File: src/rtl/max30102_fifo_sched.sv
// MAX30102 FIFO drain scheduler: on a level-low interrupt, reads status and
// FIFO pointers, then streams 6-byte {red, ir} samples out of the data register.
module max30102_fifo_sched (
    input  logic        Clk,
    input  logic        Rst_n,
    input  logic        init_done,
    input  logic        intr,
    output logic        cmd_go,
    output logic        cmd_wr,
    output logic [7:0]  cmd_reg,
    output logic [7:0]  cmd_wdata,
    input  logic        cmd_busy,
    input  logic        cmd_done,
    input  logic [7:0]  cmd_rdata,
    input  logic        cmd_nack,
    output logic [35:0] sample_data,
    output logic        sample_valid,
    output logic        busy,
    output logic [7:0]  err_cnt
);

    localparam int unsigned WDOG_W = 16;
    localparam int unsigned CNT_W  = 6;
    localparam int unsigned PTR_W  = 5;
    localparam int unsigned ACC_W  = 28;
    localparam logic [WDOG_W-1:0] WDOG_MAX = '1;

    typedef enum logic [2:0] {
        S_IDLE, S_RD_ST, S_RD_WP, S_RD_OVF, S_RD_RP, S_CALC, S_RD_DAT
    } state_t;

    state_t             r_state, w_state_nxt;
    logic               r_sync1, r_sync2;
    logic               r_issued;
    logic [WDOG_W-1:0]  r_wdog;
    logic [PTR_W-1:0]   r_wp, r_rp;
    logic               r_ovf_nz;
    logic [CNT_W-1:0]   r_n;
    logic [2:0]         r_byte_idx;
    logic [ACC_W-1:0]   r_acc;
    logic               w_is_rd, w_issue, w_ok, w_abort;
    logic [7:0]         w_reg_addr;
    logic [PTR_W-1:0]   w_diff;

    // The engine only ever reads.
    assign cmd_wr    = 1'b0;
    assign cmd_wdata = 8'h00;

    // Next-state and transaction handshake decode.
    always_comb begin
        w_state_nxt = r_state;
        w_issue     = 1'b0;
        w_ok        = 1'b0;
        w_abort     = 1'b0;
        w_reg_addr  = 8'h00;
        w_is_rd     = 1'b1;
        w_diff      = PTR_W'(r_wp - r_rp);

        case (r_state)
            S_RD_ST:  w_reg_addr = 8'h00;
            S_RD_WP:  w_reg_addr = 8'h04;
            S_RD_OVF: w_reg_addr = 8'h05;
            S_RD_RP:  w_reg_addr = 8'h06;
            S_RD_DAT: w_reg_addr = 8'h07;
            default:  w_is_rd    = 1'b0;
        endcase

        if (w_is_rd) begin
            if (!r_issued) begin
                w_issue = !cmd_busy;
            end else if (cmd_done) begin
                w_ok    = !cmd_nack;
                w_abort = cmd_nack;
            end else if (r_wdog == WDOG_MAX) begin
                w_abort = 1'b1;
            end
        end

        case (r_state)
            S_IDLE:   if (!r_sync2 && init_done) w_state_nxt = S_RD_ST;
            S_RD_ST:  if (w_ok) w_state_nxt = S_RD_WP;
            S_RD_WP:  if (w_ok) w_state_nxt = S_RD_OVF;
            S_RD_OVF: if (w_ok) w_state_nxt = S_RD_RP;
            S_RD_RP:  if (w_ok) w_state_nxt = S_CALC;
            S_CALC:   w_state_nxt = (w_diff != '0 || r_ovf_nz) ? S_RD_DAT : S_IDLE;
            S_RD_DAT: if (w_ok && r_byte_idx == 3'd5 && r_n == CNT_W'(1)) w_state_nxt = S_IDLE;
            default:  w_state_nxt = S_IDLE;
        endcase

        if (w_abort) w_state_nxt = S_IDLE;
    end

    // Two-flop synchroniser for the asynchronous interrupt; idles high (deasserted).
    always_ff @(posedge Clk or negedge Rst_n) begin
        if (!Rst_n) begin
            r_sync1 <= 1'b1;
            r_sync2 <= 1'b1;
        end else begin
            r_sync1 <= intr;
            r_sync2 <= r_sync1;
        end
    end

    always_ff @(posedge Clk or negedge Rst_n) begin
        if (!Rst_n) begin
            r_state      <= S_IDLE;
            busy         <= 1'b0;
            cmd_go       <= 1'b0;
            cmd_reg      <= 8'h00;
            r_issued     <= 1'b0;
            r_wdog       <= '0;
            err_cnt      <= 8'h00;
            r_wp         <= '0;
            r_rp         <= '0;
            r_ovf_nz     <= 1'b0;
            r_n          <= '0;
            r_byte_idx   <= '0;
            r_acc        <= '0;
            sample_data  <= '0;
            sample_valid <= 1'b0;
        end else begin
            r_state      <= w_state_nxt;
            busy         <= (w_state_nxt != S_IDLE);
            cmd_go       <= w_issue;
            sample_valid <= 1'b0;

            if (w_issue) begin
                cmd_reg  <= w_reg_addr;
                r_issued <= 1'b1;
            end else if (w_ok || w_abort) begin
                r_issued <= 1'b0;
            end

            // Watchdog runs only while a transaction is outstanding.
            if (!r_issued || cmd_done) r_wdog <= '0;
            else                       r_wdog <= r_wdog + WDOG_W'(1);

            if (w_abort && err_cnt != 8'hFF) err_cnt <= err_cnt + 8'd1;

            if (r_state == S_CALC) begin
                r_n        <= (w_diff != '0) ? CNT_W'(w_diff) : CNT_W'(32);
                r_byte_idx <= '0;
            end

            if (w_ok) begin
                case (r_state)
                    S_RD_WP:  r_wp     <= cmd_rdata[PTR_W-1:0];
                    S_RD_OVF: r_ovf_nz <= |cmd_rdata[PTR_W-1:0];
                    S_RD_RP:  r_rp     <= cmd_rdata[PTR_W-1:0];
                    S_RD_DAT: begin
                        // Only 18 bits per channel: top six bits of each leading byte dropped.
                        case (r_byte_idx)
                            3'd0:    r_acc[27:26] <= cmd_rdata[1:0];
                            3'd1:    r_acc[25:18] <= cmd_rdata;
                            3'd2:    r_acc[17:10] <= cmd_rdata;
                            3'd3:    r_acc[9:8]   <= cmd_rdata[1:0];
                            3'd4:    r_acc[7:0]   <= cmd_rdata;
                            default: ;
                        endcase
                        if (r_byte_idx == 3'd5) begin
                            sample_data  <= {r_acc, cmd_rdata};
                            sample_valid <= 1'b1;
                            r_n          <= r_n - CNT_W'(1);
                            r_byte_idx   <= '0;
                        end else begin
                            r_byte_idx <= r_byte_idx + 3'd1;
                        end
                    end
                    default: ;
                endcase
            end
        end
    end

endmodule
File: config.mk
export PLATFORM = sky130hd
export DESIGN_NAME = max30102_fifo_sched
export DESIGN_NICKNAME = d
export VERILOG_FILES = /design/src/rtl/max30102_fifo_sched.sv
export SDC_FILE = /design/constraint.sdc
export NUM_CORES = 1
export LEC_CHECK = 0
export BUFFER_PORTS_ARGS = -buffer_cell sky130_fd_sc_hd__buf_4
export CAP_MARGIN = 20
export CORE_AREA = 2 2 101 103
export DETAILED_ROUTE_END_ITERATION = 10
export DIE_AREA = 0 0 103 105
export PLACE_DENSITY = 0.78
export SLEW_MARGIN = 5
export SYNTH_ARGS = -nofsm -noshare
export SYNTH_HDL_FRONTEND = slang
export SYNTH_SLANG_ARGS = --single-unit
File: constraint.sdc
create_clock -name Clk -period 2.4 [get_ports Clk]
set_clock_uncertainty 0.1 [all_clocks]
set_input_delay 0.24 -clock Clk [delete_from_list [all_inputs] [get_ports Clk]]
set_output_delay 0.24 -clock Clk [all_outputs]
set_load 0.05 [all_outputs]
# Word-level counts from Yosys, hierarchy flattened
# Index checks and enable logic that the tools add are counted.
# W data, S select, Z words.
totals:
  reg_bits: 125
  latch_bits: 0
  ramBits: 0
  rom_bits: 0
  output_inout_bits: 64
  memories: 0
classes:
  n_addsub: 5
  n_mul: 0
  div_mod_pow: 0
  n_lt_le_gt_ge: 0
  n_eq_ne: 14
  n_shift: 0
  n_mux: 35
  n_bitwise: 0
  n_reduce_logical: 27
ops:
  columns: ["operator", "n"]
  rows:
  - ["$mux W3", 12]
  - ["$mux W6", 5]
  - ["$pmux W3 S7", 1]
  - ["$reduce_and A3 Y1", 6]
  - ["$add A16 B1 Y16 const B", 1]
  - ["$eq A16 B16 Y1 const B", 1]
  - ["$mux W16", 1]
  - ["$eq A3 B3 Y1 const B", 5]
  - ["$mux W1", 15]
  - ["$eq A3 B2 Y1 const B", 4]
  - ["$pmux W3 S4", 1]
  - ["$reduce_or A5 Y1", 2]
  - ["$add A8 B1 Y8 const B", 1]
  - ["$ne A8 B8 Y1 const B", 1]
  - ["$eq A3 B1 Y1 const B", 2]
  - ["$eq A6 B1 Y1 const B", 1]
  - ["$logic_not A3 Y1", 2]
  - ["$reduce_and A2 Y1", 3]
  - ["$sub A6 B1 Y6 const B", 1]
  - ["$reduce_bool A5 Y1", 1]
  - ["$sub A5 B5 Y5", 1]
  - ["$logic_and A1 B1 Y1", 4]
  - ["$logic_not A1 Y1", 4]
  - ["$add A3 B1 Y3 const B", 1]
  - ["other kinds (3)", 5]

# Depth between registers and ports, before layout
# Gate-level depths: netlist of run 1.
depth:
  ltp_word: 10
  ltp_mapped: 9

# Least setup slack after synthesis of run 1
# Ideal clock, no wire load.
synth_path:
  path_kind: "reg2reg"
  startpoint: "register r_wp[0]"
  endpoint: "register busy"
  setup_ns: 0.147
  t_arrival_ns: 1.869
  t_required_ns: 2.153
  path_slack_ns: 0.284
  stages_incl_launch_ff: 10
  n_path_buf: 0
  cell_sequence: "dfrtp_1 inv_1 ha_1 inv_1 fa_1 a21o_1 a21oi_1 xnor2_1 o31ai_1 a31oi_1"
synth_between:
  elab_chain_len: 7
synth_lines:
  columns: ["element", "line", "source"]
  rows:
  - ["start: declaration", "36", "logic [PTR_W-1:0] r_wp, r_rp;"]
  - ["start signal: assignment", "147", "S_RD_WP: r_wp <= cmd_rdata[PTR_W-1:0];"]
  - ["$sub A5 B5 Y5", "57", "w_diff = PTR_W'(r_wp - r_rp);"]
  - ["$reduce_bool A5 Y1", "85", "S_CALC: w_state_nxt = (w_diff != '0 || r_ovf_nz) ? S_RD_DAT : S_IDLE;"]
  - ["$logic_or A1 B1 Y1", "85", null]
  - ["$mux W3", "85", null]
  - ["$pmux W3 S7", "79", "case (r_state)"]
  - ["$mux W3", "90", "if (w_abort) w_state_nxt = S_IDLE;"]
  - ["$reduce_bool A3 Y1", "123", "busy <= (w_state_nxt != S_IDLE);"]
  - ["end signal: assignment", "123", null]
  - ["end: declaration", "18", "output logic busy,"]
# Every way passes these cells.
# A chain may end at the register's enable or synchronous reset.

# Final worst setup path of run 1
layout_path:
  startpoint: "register r_wp[0]"
  endpoint: "register r_state[2]"
layout_between:
  elab_chain_len: 6
layout_lines:
  columns: ["element", "line", "source"]
  rows:
  - ["$sub A5 B5 Y5", "57", null]
  - ["$reduce_bool A5 Y1", "85", null]
  - ["$logic_or A1 B1 Y1", "85", null]
  - ["$mux W3", "85", null]
  - ["$pmux W3 S7", "79", null]
  - ["$mux W3", "90", null]
  - ["via w_state_nxt[2]", "32", "state_t r_state, w_state_nxt;"]
  - ["end signal: assignment", "122", "r_state <= w_state_nxt;"]
  - ["end: declaration", "32", null]
# The timed path passes the listed nets, and every way through them passes these cells.

==> results_dict.tcl, run 1 <==
set metrics [dict create \
    start_util 0.5622 \
    place.detailed.hpwl_mm 7.037 \
    cts_hold_buf 11 \
    min-delay-start "cmd_done" \
    worst_hold_path_type "in2reg" \
    whs_endpoint "r_state[0]" \
    setup_ws_ns 0.1563 \
    path_class "reg2reg" \
    min_period_ns 2.244 \
    synth_edf_count 0 \
    antenna_found_initial 0 \
    r2r_cells 10 \
    rsz0062_at_grt "false" \
    cp-start-kind "register" \
    wl_per_cell_um 16.54 \
    row_count 36 \
    outcome "finished clean" \
    maxCapViolCount 0 \
    regMostFlops "sample_data" \
    worst_pin_slew_ns 0.5952 \
    synth_area_um2 5419 \
    netlist_instances 447 \
    die_x_um 103 \
    synth.distinct_cells 53 \
    ys.warnings.count 0 \
    finalCritPeriodShare 0.9349 \
    fmaxAchievable_ghz 0.4457 \
    layout-drive-gt1-share 0.3479 \
    num_vias 3700 \
    max_slew_margin 0.6032 \
    clk_pin_slew_ns 0.06 \
    port-buffer-count 64 \
    whs_path_depth 4 \
    r2r_slack_ns 0.16 \
    power.leakage_nw 3.287 \
    grt_pass1_wl_mm 18.71 \
    syn_to_final_growth_pct 24.66 \
    htree_levels 4 \
    tns_ns 0 \
    dieHeight_um 105 \
    power_density_nw_per_um2 1005 \
    n_antenna_cell 0 \
    drtPass1Iterations 5 \
    vias_per_cell 5.425 \
    ctsResizeCount 0 \
    grt_overflow 0 \
    ir_worst_vdd_uv 546.6 \
    place_area_um2 6031 \
    worstSetupStartpoint "r_wp[0]" \
    cts_tree "done" \
    fin_area_um2 6755 \
    post-route-util 0.7008 \
    postCtsSetupBuffers 0 \
    drv_slew 0 \
    gp_congestion 0.8284 \
    ys_seq_elements 120 \
    ant_nets 0 \
    ys_seq_area_frac 0.5546 \
    clk-insertion-delay-late_ns 0.51 \
    worstPathArrival_ns 2.51 \
    synth_top_flop_cell "dfrtp_1" \
    top_regs "sample_data: 36 flops, r_acc: 28 flops, r_wdog: 16 flops" \
    finalWirelength_mm 11.28 \
    num-fill-cells 661 \
    hold_viol 0 \
    cts_buffers 17 \
    track_usage 0.2244 \
    drc 0 \
    critical_path_required_ns 2.66 \
    setup_violations 0 \
    pre_cts_slack_ns 0.1948 \
    r2r-start "r_wp[0]" \
    avgSynthCellArea_um2 12.12 \
    cp-end-kind "register" \
    largest_reg_flops 36 \
    coreArea_um2 9639 \
    grt_start_max_net_pins 60 \
    clk_path_buf_depth 2 \
    drt_iter0_markers 177 \
    grt_pass1_vias 3831 \
    synthArstFlopShare 1.000 \
    r2r_end "r_state[2]" \
    cts_num_sinks 120 \
    clockRootBuffer "clkbuf_8" \
    die_area_um2 10820 \
    critical_path.max_fanout 4 \
    finalNetCount 561 \
    holdWs_ns 0.1222 \
    num_io_pins 79 \
]
-- synthesized netlist by cell type (3+ instances only) --
| cell type | n | area [um^2] |
|---|---|---|
| nor3_1 | 9 | 45.04 |
| nand3_1 | 15 | 75.07 |
| clkbuf_1 | 3 | 11.26 |
| nand3b_1 | 3 | 22.52 |
| nand4_1 | 4 | 25.02 |
| nand2_1 | 18 | 67.56 |
| buf_4 | 20 | 150.1 |
| nor2_1 | 44 | 165.2 |
| nand2b_1 | 4 | 25.02 |
| inv_1 | 18 | 67.56 |
| xnor2_1 | 19 | 166.4 |
| buf_2 | 4 | 20.02 |
| ha_1 | 9 | 112.6 |
| xor2_1 | 6 | 52.55 |
| a21oi_1 | 12 | 60.06 |
| and3_1 | 7 | 43.79 |
| a31oi_1 | 8 | 50.05 |
| o21ai_0 | 10 | 50.05 |
| mux2_2 | 75 | 844.6 |
| dfrtp_1 | 118 | 2953 |
-- where the power goes --
group | internal, mW | total (mW) | switching, mW
logic | 0.621 | 1.69 | 1.07
clock network | 1.64 | 2.60 | 0.966
registers | 2.28 | 2.49 | 0.215
total | 4.53 | 6.79 | 2.25
-- layout by cell type, fill, tap and decap left out, types with 3 or more instances in the layout --
cell type | netlist | layout
dfrtp_1 | 118 | 118
mux2_2 | 75 | 75
buf_4 | 20 | 71
nor2_1 | 44 | 44
xnor2_1 | 19 | 19
inv_1 | 18 | 18
nand2_1 | 18 | 18
clkbuf_16 | 0 | 16
nand3_1 | 15 | 15
conb_1 | 1 | 14
a21oi_1 | 12 | 12
dlygate4sd3_1 | 0 | 11
o21ai_0 | 10 | 10
ha_1 | 9 | 9
nor3_1 | 9 | 8
a31oi_1 | 8 | 8
and3_1 | 7 | 7
xor2_1 | 6 | 6
inv_6 | 0 | 5
nand2b_1 | 4 | 4
nand4_1 | 4 | 4
nand3b_1 | 3 | 3
clkinv_4 | 0 | 3
bufinv_16 | 0 | 3
-- how the worst max path moves through the flow --
stage | end | slack [ns] | depth (start not counted)
2_1_floorplan | busy | 0.28 | 9
3_3_place_gp | r_state[2] | 0.26 | 10
3_5_place_dp | r_state[2] | 0.19 | 10
4_1_cts | r_state[2] | 0.19 | 10
5_1_grt | r_state[2] | 0.02 | 10
6_report | r_state[2] | 0.16 | 10
-- routing by layer --
layer | GRT usage | wire (um) | vias to the layer above
met1 | 0.2846 | 4727 | 1858
li1 | - | - | 1720
met5 | 0 | 0 | -
met3 | 0.05351 | 415 | 18
met4 | 0.07613 | 172 | 0
met2 | 0.3743 | 5964 | 104
-- cell families after synthesis --
kind of cell / Yosys count / share of synthesized area
and+or+nand+nor: 122 / 0.1182
AOI/OAI and AO/OA: 47 / 0.05611
xor gates and xnor gates: 25 / 0.04041
DFF: 120 / 0.5546
muxes: 77 / 0.1595
buffers and inverters: 45 / 0.04595
adders and majority gates: 10 / 0.02448
other: 1 / 0.0006920
-- final cells by class --
cell class                 instances  area (um^2)  area share
sequential                       120         3005      0.4449
multi-input combinational        295         2218      0.3284
timing repair buffer              84        683.2      0.1011
clock buffer                      18        427.9     0.06334
clock inverter                    14        186.4     0.02760
tap                              133        166.4     0.02463
inverter                          18        67.56     0.01000
-- through the flow --
step                power, mW  cells
floorplan               3.709    460
global placement        4.082    639
detailed placement      4.156    639
CTS                     6.804    682
global route            7.106    682
finish                  6.786    682
-- critical path, cell delays in order (launching register included) --
cell	delay (ns)
dfrtp_1	0.37
inv_1	0.06
ha_1	0.15
inv_1	0.05
fa_1	0.40
a21o_1	0.17
a21oi_1	0.16
xnor2_1	0.11
o31ai_1	0.26
buf_4	0.17
a31oi_1	0.10
Note: power is estimated with default switching activity, not from simulation.
==> run 2, diff against run 1 <==
--- a/config.mk
+++ b/config.mk
@@ -7,10 +7,11 @@
 export LEC_CHECK = 0
 export BUFFER_PORTS_ARGS = -buffer_cell sky130_fd_sc_hd__buf_4
 export CAP_MARGIN = 20
-export CORE_AREA = 2 2 101 103
+export CORE_AREA = 2 2 103 105
 export DETAILED_ROUTE_END_ITERATION = 10
-export DIE_AREA = 0 0 103 105
-export PLACE_DENSITY = 0.78
+export DIE_AREA = 0 0 105 107
+export PLACE_DENSITY = 0.76
+export RECOVER_POWER = 50
 export SLEW_MARGIN = 5
 export SYNTH_ARGS = -nofsm -noshare
 export SYNTH_HDL_FRONTEND = slang
==> run 2 against run 1 <==
  * Register-to-register slack better by 0.04 ns
  * Via count stayed put
  * Final cell count is 0.44% higher
  * Count of clock-buffer cells in the layout is 1 higher
  * Sequential cell count stayed put
==> results_dict.tcl, run 2 (same netlist as run 1, synthesis figures left out) <==
set metrics [dict create \
    outcome "finished clean" \
    start_util 0.5369 \
    rsz0062_at_grt "false" \
    m1WireLength_mm 4.635 \
    ant_nets 0 \
    grt_start_max_net_pins 50 \
    clockRootBuffer "clkbuf_8" \
    hold_viol 0 \
    finalNetCount 562 \
    coreArea_um2 10090 \
    track_usage 0.2002 \
    setup_violations 0 \
    row_count 37 \
    power_density_nw_per_um2 974.4 \
    cts_tree "done" \
    htree_levels 4 \
    cts_hold_buf 11 \
    largest_reg_flops 36 \
    multi_input_area_um2 2213 \
    tns_ns 0 \
    finalWirelength_mm 10.61 \
    holdWs_ns 0.1142 \
    fmaxAchievable_ghz 0.4545 \
    drc 0 \
    die_x_um 105 \
    ir_worst_vdd_uv 581.8 \
    die_area_um2 11240 \
    finalCritPeriodShare 0.9168 \
    path_class "reg2reg" \
    final_cell_mix "118 x dfrtp_1, 75 x mux2_2, 55 x buf_4" \
    postCtsSetupBuffers 0 \
    clk-insertion-delay-late_ns 0.50 \
    maxCapViolCount 0 \
    top_layer_used "met4" \
    dieHeight_um 107 \
    port-buffer-count 64 \
    num-fill-cells 781 \
    worst_hold_path_type "in2reg" \
    met3_length_um 369 \
    clk_path_buf_depth 2 \
    grt_pass1_vias 3688 \
    cp_slowest_stage_delay_ns 0.39 \
    regMostFlops "sample_data" \
    power.leakage_nw 3.199 \
    clk_pin_slew_ns 0.06 \
    vias_per_cell 5.401 \
    min_period_ns 2.200 \
    layout-drive-gt1-share 0.3206 \
    crit_chain "inv_1 > ha_1 > inv_1 > fa_1 > a21o_1 > a21oi_1 > xnor2_1 > o31ai_1 > buf_4 > a31oi_1" \
    n_antenna_cell 0 \
    max_slew_margin 0.2104 \
    cp-end-kind "register" \
    num_io_pins 79 \
    worst_pin_slew_ns 1.184 \
    syn_to_final_growth_pct 22.54 \
    cp_common_cell "inv_1" \
    cp-start-kind "register" \
    place.detailed.hpwl_mm 6.899 \
    cts_num_sinks 120 \
    worstPathArrival_ns 2.47 \
    antenna_found_initial 0 \
    slowest_stage "fa_1" \
    gp_congestion 0.8683 \
    ctsResizeCount 0 \
    drtPass1Iterations 4 \
    num_vias 3700 \
    wl_met2_mm 5.461 \
    critical_path_required_ns 2.67 \
    critical_path.max_fanout 4 \
    seq_area_um2 3005 \
    grt_pass1_wl_mm 17.72 \
    drv_slew 0 \
    drt_iter0_markers 137 \
    grt_overflow 0 \
    cts_buffers 17 \
    wl_per_cell_um 15.49 \
    top_regs "sample_data: 36 flops, r_acc: 28 flops, r_wdog: 16 flops" \
    final_common_cell "dfrtp_1" \
]
-- run 2: cell types whose count changed in the layout (fill, tap and decap cells not counted), moves of 2 or more --
cell	before	now
clkbuf_4	0	3
inv_6	5	3
buf_4	71	55
bufinv_16	3	1
clkbuf_1	0	14
-- run 2: report_power, final --
group	internal [mW]	switching, mW	total, mW
combinational	0.595	1.05	1.65
sequential	2.28	0.212	2.49
clock	1.43	0.900	2.33
total	4.30	2.17	6.47
-- run 2: path summary, 6_finish.rpt --
| check | start | end | slack (ns) | cells after the start |
|---|---|---|---|---|
| min | cmd_done | r_state[2] | 0.11 | 4 |
| max reg2reg | r_wp[0] | busy | 0.20 | 10 |
| max | r_wp[0] | busy | 0.20 | 10 |
| max in group asynchronous | Rst_n | r_acc[13] | 0.59 | 3 |
| min in group asynchronous | Rst_n | err_cnt[1] | 0.40 | 2 |
| min reg2reg | r_sync1 | r_sync2 | 0.26 | 0 |
-- run 2: layout make-up --
cell class | count | share of cell area
Clock inverter | 12 | 0.01790
Sequential cell | 120 | 0.4526
Clock buffer | 19 | 0.06652
Tap cell | 136 | 0.02563
Multi-Input combinational cell | 295 | 0.3333
Inverter | 18 | 0.01018
Timing Repair Buffer | 85 | 0.09384
-- run 2: layer usage --
layer	vias to the layer above	track usage
met1	1877	0.2567
met3	14	0.03951
met5	-	0
met2	91	0.3349
li1	1718	-
met4	0	0.08381
-- run 2: critical path, delay by kind of cell, from the launching register on --
| family | cells | cell delay (ns) |
|---|---|---|
| xor gates and xnor gates | 1 | 0.12 |
| AOI/OAI and AO/OA | 4 | 0.65 |
| DFF | 1 | 0.38 |
| adders and majority gates | 2 | 0.54 |
| buffers and inverters | 3 | 0.27 |
-- run 2: per-stage QoR --
stage | power [mW] | util | instance area [um^2] | std cells | setup slack [ns]
2_1_floorplan | 3.709 | - | 5468 | 460 | 0.2841
3_3_place_gp | 4.082 | 0.5999 | 6055 | 643 | 0.2582
3_5_place_dp | 4.156 | 0.5999 | 6055 | 643 | 0.2235
4_1_cts | 6.538 | 0.6664 | 6725 | 685 | 0.2083
5_1_grt | 6.783 | 0.6579 | 6640 | 685 | 0.03756
6_report | 6.470 | 0.6579 | 6640 | 685 | 0.1997
==> run 3, diff against run 2 <==
--- a/config.mk
+++ b/config.mk
@@ -12,6 +12,7 @@
 export DIE_AREA = 0 0 105 107
 export PLACE_DENSITY = 0.76
 export RECOVER_POWER = 50
+export SETUP_SLACK_MARGIN = 0.2
 export SLEW_MARGIN = 5
 export SYNTH_ARGS = -nofsm -noshare
 export SYNTH_HDL_FRONTEND = slang
==> run 3 against run 2 <==
  * Wire length grew 0.87%
  * Sequential cell count is the same
  * Register-to-register slack gained 0.07 ns
  * First-iteration DRC count grew 15%
  * Largest power group unchanged
  * Highest routed layer unchanged
  * Worst hold slack gained 0.0047 ns
  * Final cell count grew 0.15%
  * Sequential power is essentially flat
==> results_dict.tcl, run 3 (same netlist as run 1, synthesis figures left out) <==
set metrics [dict create \
    outcome "finished clean" \
    cts_buffers 17 \
    worstPathArrival_ns 2.40 \
    grt_start_max_net_pins 50 \
    drv_slew 0 \
    start_util 0.5369 \
    antenna_found_initial 0 \
    vias_per_cell 5.439 \
    cp-end-kind "register" \
    clk_pin_slew_ns 0.06 \
    instances_no_fill 686 \
    finalNetCount 563 \
    holdWs_ns 0.1189 \
    power.leakage_nw 3.207 \
    num_io_pins 79 \
    crit_buf_inv 3 \
    grt_overflow 0 \
    critical_path_required_ns 2.67 \
    crit_chain "inv_1 > ha_2 > inv_2 > fa_2 > a21o_1 > a21oi_2 > xnor2_2 > o31ai_1 > buf_4 > a31oi_1" \
    largest_reg_flops 36 \
    dp.cells 643 \
    finalPower_mw 6.550 \
    num-fill-cells 770 \
    ant_nets 0 \
    top_regs "sample_data: 36 flops, r_acc: 28 flops, r_wdog: 16 flops" \
    wl_per_cell_um 15.60 \
    slowest_stage "dfrtp_1" \
    clk-insertion-delay-late_ns 0.51 \
    row_count 37 \
    clk_path_buf_depth 2 \
    num_vias 3731 \
    crit_family "compound AO/OA/AOI/OAI gates" \
    place.detailed.hpwl_mm 6.899 \
    drt_iter0_markers 158 \
    setup_violations 0 \
    cp_slowest_stage_delay_ns 0.38 \
    grt_pass1_wl_mm 17.72 \
    syn_to_final_growth_pct 23.00 \
    power_density_nw_per_um2 982.7 \
    layout-drive-gt1-share 0.3327 \
    coreArea_um2 10090 \
    worst_pin_slew_ns 1.195 \
    die_area_um2 11240 \
    multi_input_area_um2 2231 \
    drc 0 \
    cp-start-kind "register" \
    port-buffer-count 64 \
    fin_area_um2 6665 \
    min_period_ns 2.128 \
    regMostFlops "sample_data" \
    clockRootBuffer "clkbuf_8" \
    cts_num_sinks 120 \
    finalCritPeriodShare 0.8865 \
    dieHeight_um 107 \
    finalWirelength_mm 10.71 \
    die_x_um 105 \
    max_slew_margin 0.2031 \
    critical_path.max_fanout 4 \
    rsz0062_at_grt "true" \
    cts_tree "done" \
    track_usage 0.2002 \
    final_cell_mix "118 x dfrtp_1, 75 x mux2_2, 56 x buf_4" \
    gp_congestion 0.8683 \
    drtPass1Iterations 4 \
    ir_worst_vdd_uv 581.6 \
    grt_pass1_vias 3688 \
    final_common_cell "dfrtp_1" \
    seq_area_um2 3005 \
    n_antenna_cell 0 \
    path_class "reg2reg" \
    worst_hold_path_type "in2reg" \
    htree_levels 4 \
    maxCapViolCount 0 \
    tns_ns 0 \
    place_area_um2 6055 \
    fmaxAchievable_ghz 0.4700 \
    hold_viol 0 \
]
run 3: stage by stage:
step,setup WS [ns],util
after floorplan,0.2841,-
after global placement,0.2582,0.5999
after detailed placement,0.2235,0.5999
after CTS,0.2083,0.6664
after global routing,0.1352,0.6604
final,0.2725,0.6604
run 3: worst paths after layout:
| path | slack (ns) | depth (start not counted) | startpoint | to |
|---|---|---|---|---|
| setup / recovery | 0.27 | 10 | r_wp[0] | busy |
| min in group asynchronous | 0.41 | 2 | Rst_n | err_cnt[1] |
| hold / removal | 0.12 | 4 | cmd_done | r_state[2] |
| max in group asynchronous | 0.58 | 3 | Rst_n | r_acc[7] |
| hold reg to reg | 0.26 | 0 | r_sync1 | r_sync2 |
| setup reg to reg | 0.27 | 10 | r_wp[0] | busy |
run 3: per-layer routing:
metal  global-route usage  share of wire
met5                    0              0
met4              0.08381          0.015
met3              0.03951          0.028
met1               0.2567           0.43
met2               0.3349           0.52
run 3: power by group:
group          internal [mW]  switching [mW]
Combinational          0.645            1.08
Clock                   1.43           0.900
Sequential              2.28           0.213
Total                   4.35            2.20
run 3: area by class of cell:
type                    count  area share
clock buffers              19     0.06627
clock inverters            12     0.01783
inverters                  18     0.01014
multi-input cells         295      0.3347
flip-flops and latches    120      0.4509
well taps                 136     0.02553
repair buffers             86     0.09461
run 3: repair_timing:
action                                  CTS  global route
hold endpoints to repair                 93             0
setup buffers                             0             1
resized for setup                         0             6
hold buffers                             11             0
endpoints found under the setup margin    0            12
run 3: worst reg2reg max path, delay by kind of cell (launching register included):
family	cells	cell delay [ns]
buf+inv	3	0.27
compound gates	4	0.64
flops	1	0.38
xor+xnor	1	0.08
fa+ha+maj	2	0.51
